===== src/rtl/clk_div_monitor_if.sv =====
// Measurement bus between a clock-divider monitor and its consumer.
// The monitor side (master) receives the divided clock and drives the
// measurement and status signals; the slave side supplies the divided
// clock and reads the results.
interface clk_div_monitor_if #(
  parameter int W = 8
);
  logic         clk_div_in;
  logic [W-1:0] period;
  logic [W-1:0] high_time;
  logic         meas_valid;
  logic         locked;
  logic         mismatch;
  logic         timeout;

  modport master (
    input  clk_div_in,
    output period,
    output high_time,
    output meas_valid,
    output locked,
    output mismatch,
    output timeout
  );

  modport slave (
    output clk_div_in,
    input  period,
    input  high_time,
    input  meas_valid,
    input  locked,
    input  mismatch,
    input  timeout
  );
endinterface


===== src/rtl/clk_div_monitor.sv =====
// Divided-clock monitor: synchronizes clk_div_in into the clk_in domain,
// measures the period and high time of every full cycle of it, checks the
// period against EXP_N and reports lock, mismatch and loss-of-clock.
module clk_div_monitor #(
  parameter int EXP_N    = 5,
  parameter int LOCK_CNT = 4,
  parameter int TIMEOUT  = 64,
  parameter int W        = 8
) (
  input logic               clk_in,
  input logic               rst_n,
  clk_div_monitor_if.master bus
);

  localparam logic [W-1:0] EXP_V  = W'(EXP_N);
  localparam logic [W-1:0] LOCK_V = W'(LOCK_CNT);
  localparam logic [W-1:0] TMO_V  = W'(TIMEOUT);
  localparam logic [W-1:0] ONE_V  = W'(1);

  typedef enum logic [1:0] {
    WAIT_LOW,
    WAIT_RISE,
    RUN,
    STALL
  } state_t;

  state_t       state;
  state_t       state_nxt;
  logic         stall_go;

  logic         q1;
  logic         q2;
  logic         prev;
  logic [1:0]   settle;
  logic         rise;

  logic [W-1:0] per_cnt;
  logic [W-1:0] hi_cnt;
  logic [W-1:0] match_cnt;

  logic [W-1:0] period;
  logic [W-1:0] high_time;
  logic         meas_valid;
  logic         mismatch;
  logic         locked;
  logic         timeout;

  // Increment that sticks at lim instead of wrapping.
  function automatic logic [W-1:0] sat_inc(input logic [W-1:0] v,
                                           input logic [W-1:0] lim);
    return (v >= lim) ? v : v + ONE_V;
  endfunction

  // Two-flop synchronizer plus edge-history flop. settle marks when q2 has
  // been loaded from the real input after reset, so the cleared q2 is not
  // mistaken for a low phase of the input.
  always_ff @(posedge clk_in or negedge rst_n) begin
    if (!rst_n) begin
      q1     <= 1'b0;
      q2     <= 1'b0;
      prev   <= 1'b0;
      settle <= 2'b00;
    end else begin
      q1     <= bus.clk_div_in;
      q2     <= q1;
      prev   <= q2;
      settle <= {settle[0], 1'b1};
    end
  end

  assign rise = q2 & ~prev;

  // State register.
  always_ff @(posedge clk_in or negedge rst_n) begin
    if (!rst_n) begin
      state <= WAIT_LOW;
    end else begin
      state <= state_nxt;
    end
  end

  // Next-state logic; stall_go flags the cycle a running period overruns.
  always_comb begin
    state_nxt = state;
    stall_go  = 1'b0;
    case (state)
      WAIT_LOW: begin
        if (settle[1] && !q2) begin
          state_nxt = WAIT_RISE;
        end
      end
      WAIT_RISE: begin
        if (rise) begin
          state_nxt = RUN;
        end
      end
      RUN: begin
        if (!rise && (per_cnt == TMO_V)) begin
          state_nxt = STALL;
          stall_go  = 1'b1;
        end
      end
      STALL: begin
        if (rise) begin
          state_nxt = RUN;
        end
      end
      default: begin
        state_nxt = WAIT_LOW;
      end
    endcase
  end

  // Period and high-time counters; the rise sample itself counts as cycle 1.
  always_ff @(posedge clk_in or negedge rst_n) begin
    if (!rst_n) begin
      per_cnt <= '0;
      hi_cnt  <= '0;
    end else begin
      case (state)
        WAIT_RISE, STALL: begin
          if (rise) begin
            per_cnt <= ONE_V;
            hi_cnt  <= ONE_V;
          end
        end
        RUN: begin
          if (rise) begin
            per_cnt <= ONE_V;
            hi_cnt  <= ONE_V;
          end else begin
            per_cnt <= sat_inc(per_cnt, TMO_V);
            if (q2) begin
              hi_cnt <= sat_inc(hi_cnt, TMO_V);
            end
          end
        end
        default: begin
        end
      endcase
    end
  end

  // Capture, period check, lock tracking and loss-of-clock flag.
  always_ff @(posedge clk_in or negedge rst_n) begin
    if (!rst_n) begin
      period     <= '0;
      high_time  <= '0;
      meas_valid <= 1'b0;
      mismatch   <= 1'b0;
      match_cnt  <= '0;
      locked     <= 1'b0;
      timeout    <= 1'b0;
    end else begin
      meas_valid <= 1'b0;
      mismatch   <= 1'b0;
      if ((state == RUN) && rise) begin
        period     <= per_cnt;
        high_time  <= hi_cnt;
        meas_valid <= 1'b1;
        if (per_cnt == EXP_V) begin
          match_cnt <= sat_inc(match_cnt, LOCK_V);
        end else begin
          mismatch  <= 1'b1;
          match_cnt <= '0;
        end
      end
      if (stall_go) begin
        timeout   <= 1'b1;
        match_cnt <= '0;
      end
      if ((state == STALL) && rise) begin
        timeout <= 1'b0;
      end
      locked <= (match_cnt == LOCK_V) && (state_nxt != STALL);
    end
  end

  assign bus.period     = period;
  assign bus.high_time  = high_time;
  assign bus.meas_valid = meas_valid;
  assign bus.mismatch   = mismatch;
  assign bus.locked     = locked;
  assign bus.timeout    = timeout;

endmodule

===== src/flat_wrapper.sv =====
// flat-port wrapper written by rule: the top's interface ports become plain ports
module clk_div_monitor_flat 
#(
  parameter int EXP_N    = 5,
  parameter int LOCK_CNT = 4,
  parameter int TIMEOUT  = 64,
  parameter int W        = 8
)
  (clk_in, rst_n, bus_clk_div_in, bus_period, bus_high_time, bus_meas_valid, bus_locked, bus_mismatch, bus_timeout);
  clk_div_monitor_if #(.W(W)) bus_i ();
  input logic clk_in;
  input logic rst_n;
  input wire logic [$bits(bus_i.clk_div_in)-1:0] bus_clk_div_in;
  output wire logic [$bits(bus_i.period)-1:0] bus_period;
  output wire logic [$bits(bus_i.high_time)-1:0] bus_high_time;
  output wire logic [$bits(bus_i.meas_valid)-1:0] bus_meas_valid;
  output wire logic [$bits(bus_i.locked)-1:0] bus_locked;
  output wire logic [$bits(bus_i.mismatch)-1:0] bus_mismatch;
  output wire logic [$bits(bus_i.timeout)-1:0] bus_timeout;
  assign bus_i.clk_div_in = bus_clk_div_in;
  assign bus_period = bus_i.period;
  assign bus_high_time = bus_i.high_time;
  assign bus_meas_valid = bus_i.meas_valid;
  assign bus_locked = bus_i.locked;
  assign bus_mismatch = bus_i.mismatch;
  assign bus_timeout = bus_i.timeout;
  clk_div_monitor #(.EXP_N(EXP_N), .LOCK_CNT(LOCK_CNT), .TIMEOUT(TIMEOUT), .W(W)) u_core (.clk_in(clk_in), .rst_n(rst_n), .bus(bus_i));
endmodule

===== config.mk =====
export PLATFORM = sky130hd
export DESIGN_NAME = clk_div_monitor_flat
export DESIGN_NICKNAME = d
export VERILOG_FILES = /design/src/rtl/clk_div_monitor_if.sv /design/src/rtl/clk_div_monitor.sv /design/src/flat_wrapper.sv
export SDC_FILE = /design/constraint.sdc
export NUM_CORES = 1
export LEC_CHECK = 0
export ABC_AREA = 1
export CELL_PAD_IN_SITES_DETAIL_PLACEMENT = 0
export CELL_PAD_IN_SITES_GLOBAL_PLACEMENT = 1
export CORE_ASPECT_RATIO = 0.9
export CORE_MARGIN = 4
export CORE_UTILIZATION = 47
export CTS_BUF_LIST = sky130_fd_sc_hd__clkbuf_16
export DETAILED_ROUTE_END_ITERATION = 12
export GPL_ROUTABILITY_DRIVEN = 0
export PLACE_DENSITY_LB_ADDON = 0.3
export SLEW_MARGIN = 0
export SYNTH_ARGS = -nofsm -noshare
export SYNTH_HDL_FRONTEND = slang
export SYNTH_SLANG_ARGS = --single-unit
export TNS_END_PERCENT = 20

===== constraint.sdc =====
create_clock -name clk_in -period 3.3 [get_ports clk_in]
set_clock_uncertainty 0.15 [all_clocks]
set_input_delay 0.66 -clock clk_in [delete_from_list [all_inputs] [get_ports clk_in]]
set_output_delay 0.66 -clock clk_in [all_outputs]
set_load 0.01 [all_outputs]

Yosys cells after proc, flatten, opt, wreduce, memory -nomap -nowiden. Cells that the tools add are included.

Flip-flop bits (word level): 51. Input port bits: 3. Logic and storage cells: 72. Output and inout bits: 20.

Order comparisons: 3. Multiplexer cells: 23. Bitwise logic cells: 2. Reductions and logical operators: 15. Eq/ne operators: 12. Add/sub/neg operators: 3.

Operators with widths (count): two-way mux 8 bit (10); one-hot mux 8 bit (2 select lines) (2); adder 8 x 1 -> 8 bit, second input constant (3); == test 8 x 3 -> 1 bit, second input constant (2); >= comparator 8 x 7 -> 1 bit, second input constant (2); != test 3 x 2 -> 1 bit, second input constant (3); == test 8 x 7 -> 1 bit, second input constant (1); >= comparator 8 x 3 -> 1 bit, second input constant (1); two-way mux 1 bit (7); two-way mux 2 bit (3); one-hot mux 2 bit (3 select lines) (1); nonzero test 2 bit (3); logical AND 1 bit (5); == test 2 bit, second input constant (2); AND reduction 4 bit (1); != test 3 x 1 -> 1 bit, second input constant (1); AND reduction 3 bit (1); == test 2 x 1 -> 1 bit, second input constant (1); zero test 1 bit (2); zero test 2 bit (1); != test 2 x 1 -> 1 bit, second input constant (1); != test 2 bit, second input constant (1); AND reduction 2 bit (1); OR reduction 2 bit (1); 2 further kinds (2).

Depth between registers and ports, before layout.
Depth in word-level cells: 8. Depth in mapped cells: 9. Depth with buffers taken out: 9.

Least setup slack after synthesis. OpenSTA, ideal clock, no wires.

Kind: flip-flop to flip-flop. From: reg u_core.per_cnt[1]. To: reg u_core.match_cnt[0]. Library setup time: 117 ps. Slack: 1809 ps. Path buffers: 0. Cell stages (with the launch flop): 10. Arrival: 1224 ps. Data required time: 3033 ps. Clock period less this slack: 1491 ps. Cells stage by stage: dfrtp_1 -> inv_1 -> ha_1 -> nand2_1 -> nor3_1 -> nand2_1 -> nand2_4 -> nand3_4 -> nand2_1 -> nand2_1.

Longest elaborated chain between the ends: 6. Elaborated cells on any way between the ends: 11. Classes of those cells: 3 x eq/ne; 5 x mux; 3 x reduce/logical.

Ends and longest elaborated chain: start, declared (line clk_div_monitor.sv:37) `logic [W-1:0] per_cnt;`; start signal, assigned (line clk_div_monitor.sv:132) `per_cnt <= sat_inc(per_cnt, TMO_V);`; == test 8 x 7 -> 1 bit (line clk_div_monitor.sv:98) `if (!rise && (per_cnt == TMO_V)) begin`; logical AND 1 bit (line clk_div_monitor.sv:98); two-way mux 1 bit (line clk_div_monitor.sv:98); two-way mux 1 bit (line clk_div_monitor.sv:86) `case (state)`; != test 3 x 2 -> 1 bit (no line) or nonzero test 2 bit (tied branches); AND reduction 2 bit (no line); end signal, assigned (line clk_div_monitor.sv:162) `match_cnt <= sat_inc(match_cnt, LOCK_V);`; end, declared (line clk_div_monitor.sv:39) `logic [W-1:0] match_cnt;`.

Several ways; a longest one is shown, not always the timed one. The select of a mux whose other input is x is not followed. A chain may end at the register's enable or synchronous reset.

Worst setup path after layout.
From: reg u_core.high_time[5], in the netlist u_core.bus.high_time[5]. To: out bus_high_time[5].

RTL lines: start, declared (line clk_div_monitor.sv:42) `logic [W-1:0] high_time;`; start signal, assigned (line clk_div_monitor.sv:159) `high_time <= hi_cnt;`; end, declared (line flat_wrapper.sv:15) `output wire logic [$bits(bus_i.high_time)-1:0] bus_high_time;`.

No word-level cell between the ends.

==> flow_summary.toml <==
[run_status]
status = "complete, no violations"

[sta]
setup_viol = 0
finalCritPeriodShare = 0.603
rsz0062_at_grt = "no"
fin_tns_setup_ns = 0
maxSlewViolCount = 0
max_slew.worst_pin.slew_ns = 0.534
max_slew_margin = 0.644
hold_viol_final = 0
setup_slack_ns = 1.31
fin_crit_ns = 1.99
fmax_mhz = 502

[setup_path]
crit_buf_inv = 1
worst_setup_path_start_kind = "flop"
r2r-start = "u_core.per_cnt[1]"
path_cells = "clkdlybuf4s50_1"
cp_max_fo = 2
cp-endpoint = "bus_high_time[5]"
crit_cells = 1
rr_worst_depth = 9
reg2reg_to = "u_core.match_cnt[2]"
regToRegSetupSlack_ns = 1.55
cp_top_family = "buffers and inverters"
cp.arrival_ns = 1.18
required_ns = 2.49
crit_start = "u_core.bus.high_time[5]"
critPathMaxStageDelay_ns = 0.54
crit_type = "reg -> out"
cp_slowest_cell = "clkdlybuf4s50_1"
worstSetupEndpointType = "primary output"

[clock_tree]
clkSinkCount = 51
clkTransAtPathRegs_ns = 0.07
clockBufferDepth = 2
cts_resized = 0
cts_setup_buffers = 0
cts_buffers = 5
root_buffer = "clkbuf_16"
insertion_delay_ns = 0.29
ctsHoldBuffers = 0
cts_tree = "done"
htreeDepth = 2

[routing]
drt-wirelength-per-cell_um = 12.9
antenna_left = 0
drt-pass1-iter-count = 4
drt_iter0_markers = 80
wirelength_um = 4550
vias = 1724
drc = 0
vias_per_cell = 4.88

[logic_synthesis]
syn_area_um2 = 2400
synth-edff-count = 0
syn-num-nets = 268
synth.distinct_cells = 24
synthFlopType = "dfrtp_1"
netlist_top_cells_area = "dfrtp_1 53%, nand2_1 10%, inv_1 4.5%"
synth_most_common_cell = "nand2_1"
ys_ff_latch = 51
ys_warn_count = 0
seq_area_frac_synth = 0.532
synthTopCellsByCount = "64 x nand2_1, 51 x dfrtp_1, 29 x inv_1, 26 x nor2_1, 16 x nand3_1"
syn_avg_cell_area_um2 = 9.27
synth-async-reset-ratio = 1.00
yosys.area.top_type_share = 0.532
synth_top_area_cell = "dfrtp_1"
synthCells = 259

[global_route]
grt_max_degree = 29
grt_pass1_wl_um = 7980
grt_usage = 0.162
grt_overflow = 0
antenna_found_initial = 0
grt_pass1_vias = 1685

[power]
p_leak_nw = 1.40
max-vdd-ir-drop_uv = 348
power_density_nw_per_um2 = 688

[min_path]
min_path_type = "in -> async"

[floorplanning]
start_util = 0.491
fp.dieArea_um2 = 6320
io_pins = 23
die_x_um = 83.3
core-area_um2 = 4890
die_h_um = 75.8
std_cell_rows = 24

[final_layout]
area_growth_pct = 17.4
drive_gt1_frac = 0.153
nets = 296
antenna_cells = 0
stdcell_area_um2 = 2820

[flow_run]
max_cap_viol_count = 0

[placement]
dpl-instance-area_um2 = 2680
portBuffers = 22
hpwl_um = 3340
dp_slack_ns = 1.60
==> placed cells by master, fill, tap and decap left out, types with 4 or more instances in the layout <==
master           netlist  final
nand3_1               16     16
nand2_4                5      5
o21ai_2               12     12
nand2_2                6      6
inv_1                 29     29
ha_1                   6      6
inv_2                  4      4
clkdlybuf4s50_1        0     21
nand2_1               64     64
dfrtp_1               51     51
nor2_1                26     26
nand4_1                6      6
clkbuf_16              0      5
a21oi_1                5      5
o21ai_0                9      9
nor3_1                 4      4
==> through the flow <==
stage	util	std cells	hold WS (ns)	total power, mW
2_1_floorplan	-	259	0.181	1.24
3_3_place_gp	0.547	345	0.185	1.45
3_5_place_dp	0.547	345	0.187	1.46
4_1_cts	0.576	353	0.202	1.95
5_1_grt	0.576	353	0.210	2.08
6_report	0.576	353	0.197	1.94
==> final cells by class <==
type | instances | area (um2)
timing repair buffer | 23 | 223
clock inverter | 3 | 15.0
multi-input combinational | 171 | 957
sequential | 51 | 1280
fill | 435 | 2080
inverter | 35 | 141
tap | 65 | 81.3
clock buffer | 5 | 125
==> registers in the layout (all words and copies together), names as in the netlist <==
| register | cells |
|---|---|
| u_core.bus.high_time | 8 |
| u_core.bus.locked | 1 |
| u_core.bus.meas_valid | 1 |
| u_core.bus.mismatch | 1 |
| u_core.bus.period | 8 |
| u_core.bus.timeout | 1 |
| u_core.hi_cnt | 8 |
| u_core.match_cnt | 8 |
| u_core.per_cnt | 8 |
| u_core.prev | 1 |
| u_core.q1 | 1 |
| u_core.q2 | 1 |
| u_core.settle | 2 |
| u_core.state | 2 |
==> worst min-delay path by stage <==
stage | from | end | slack [ns] | depth (start not counted)
2_1_floorplan | u_core.q1 | u_core.q2 | 0.18 | 0
3_3_place_gp | u_core.settle[0] | u_core.settle[1] | 0.18 | 0
3_5_place_dp | u_core.settle[0] | u_core.settle[1] | 0.19 | 0
4_1_cts | u_core.settle[0] | u_core.settle[1] | 0.20 | 0
5_1_grt | u_core.settle[0] | u_core.settle[1] | 0.21 | 0
6_report | rst_n | u_core.bus.period[2] | 0.20 | 1
==> cell families (layout without fill, tap and decap cells) <==
kind of cell,Yosys count,in the layout,synth area share
buffers and inverters,37,66,0.0698
XOR/XNOR,3,3,0.0109
adder cells (fa/ha/maj),6,6,0.0313
other,1,1,0.00156
AO/OA/AOI/OAI,27,27,0.0761
AND/OR/NAND/NOR,134,134,0.279
flip-flops,51,51,0.532
==> layer usage <==
layer	part of all wire	global-route usage
met2	0.45	0.266
met5	0	0
met3	0.034	0.0508
met4	0	0.0327
met1	0.52	0.216
==> power by group <==
| group | internal, mW | switching [mW] | total, mW |
|---|---|---|---|
| sequential | 0.730 | 0.0893 | 0.819 |
| clock | 0.276 | 0.223 | 0.499 |
| combinational | 0.241 | 0.380 | 0.622 |
| total | 1.25 | 0.692 | 1.94 |
Note: power is estimated with default switching activity, not from simulation.
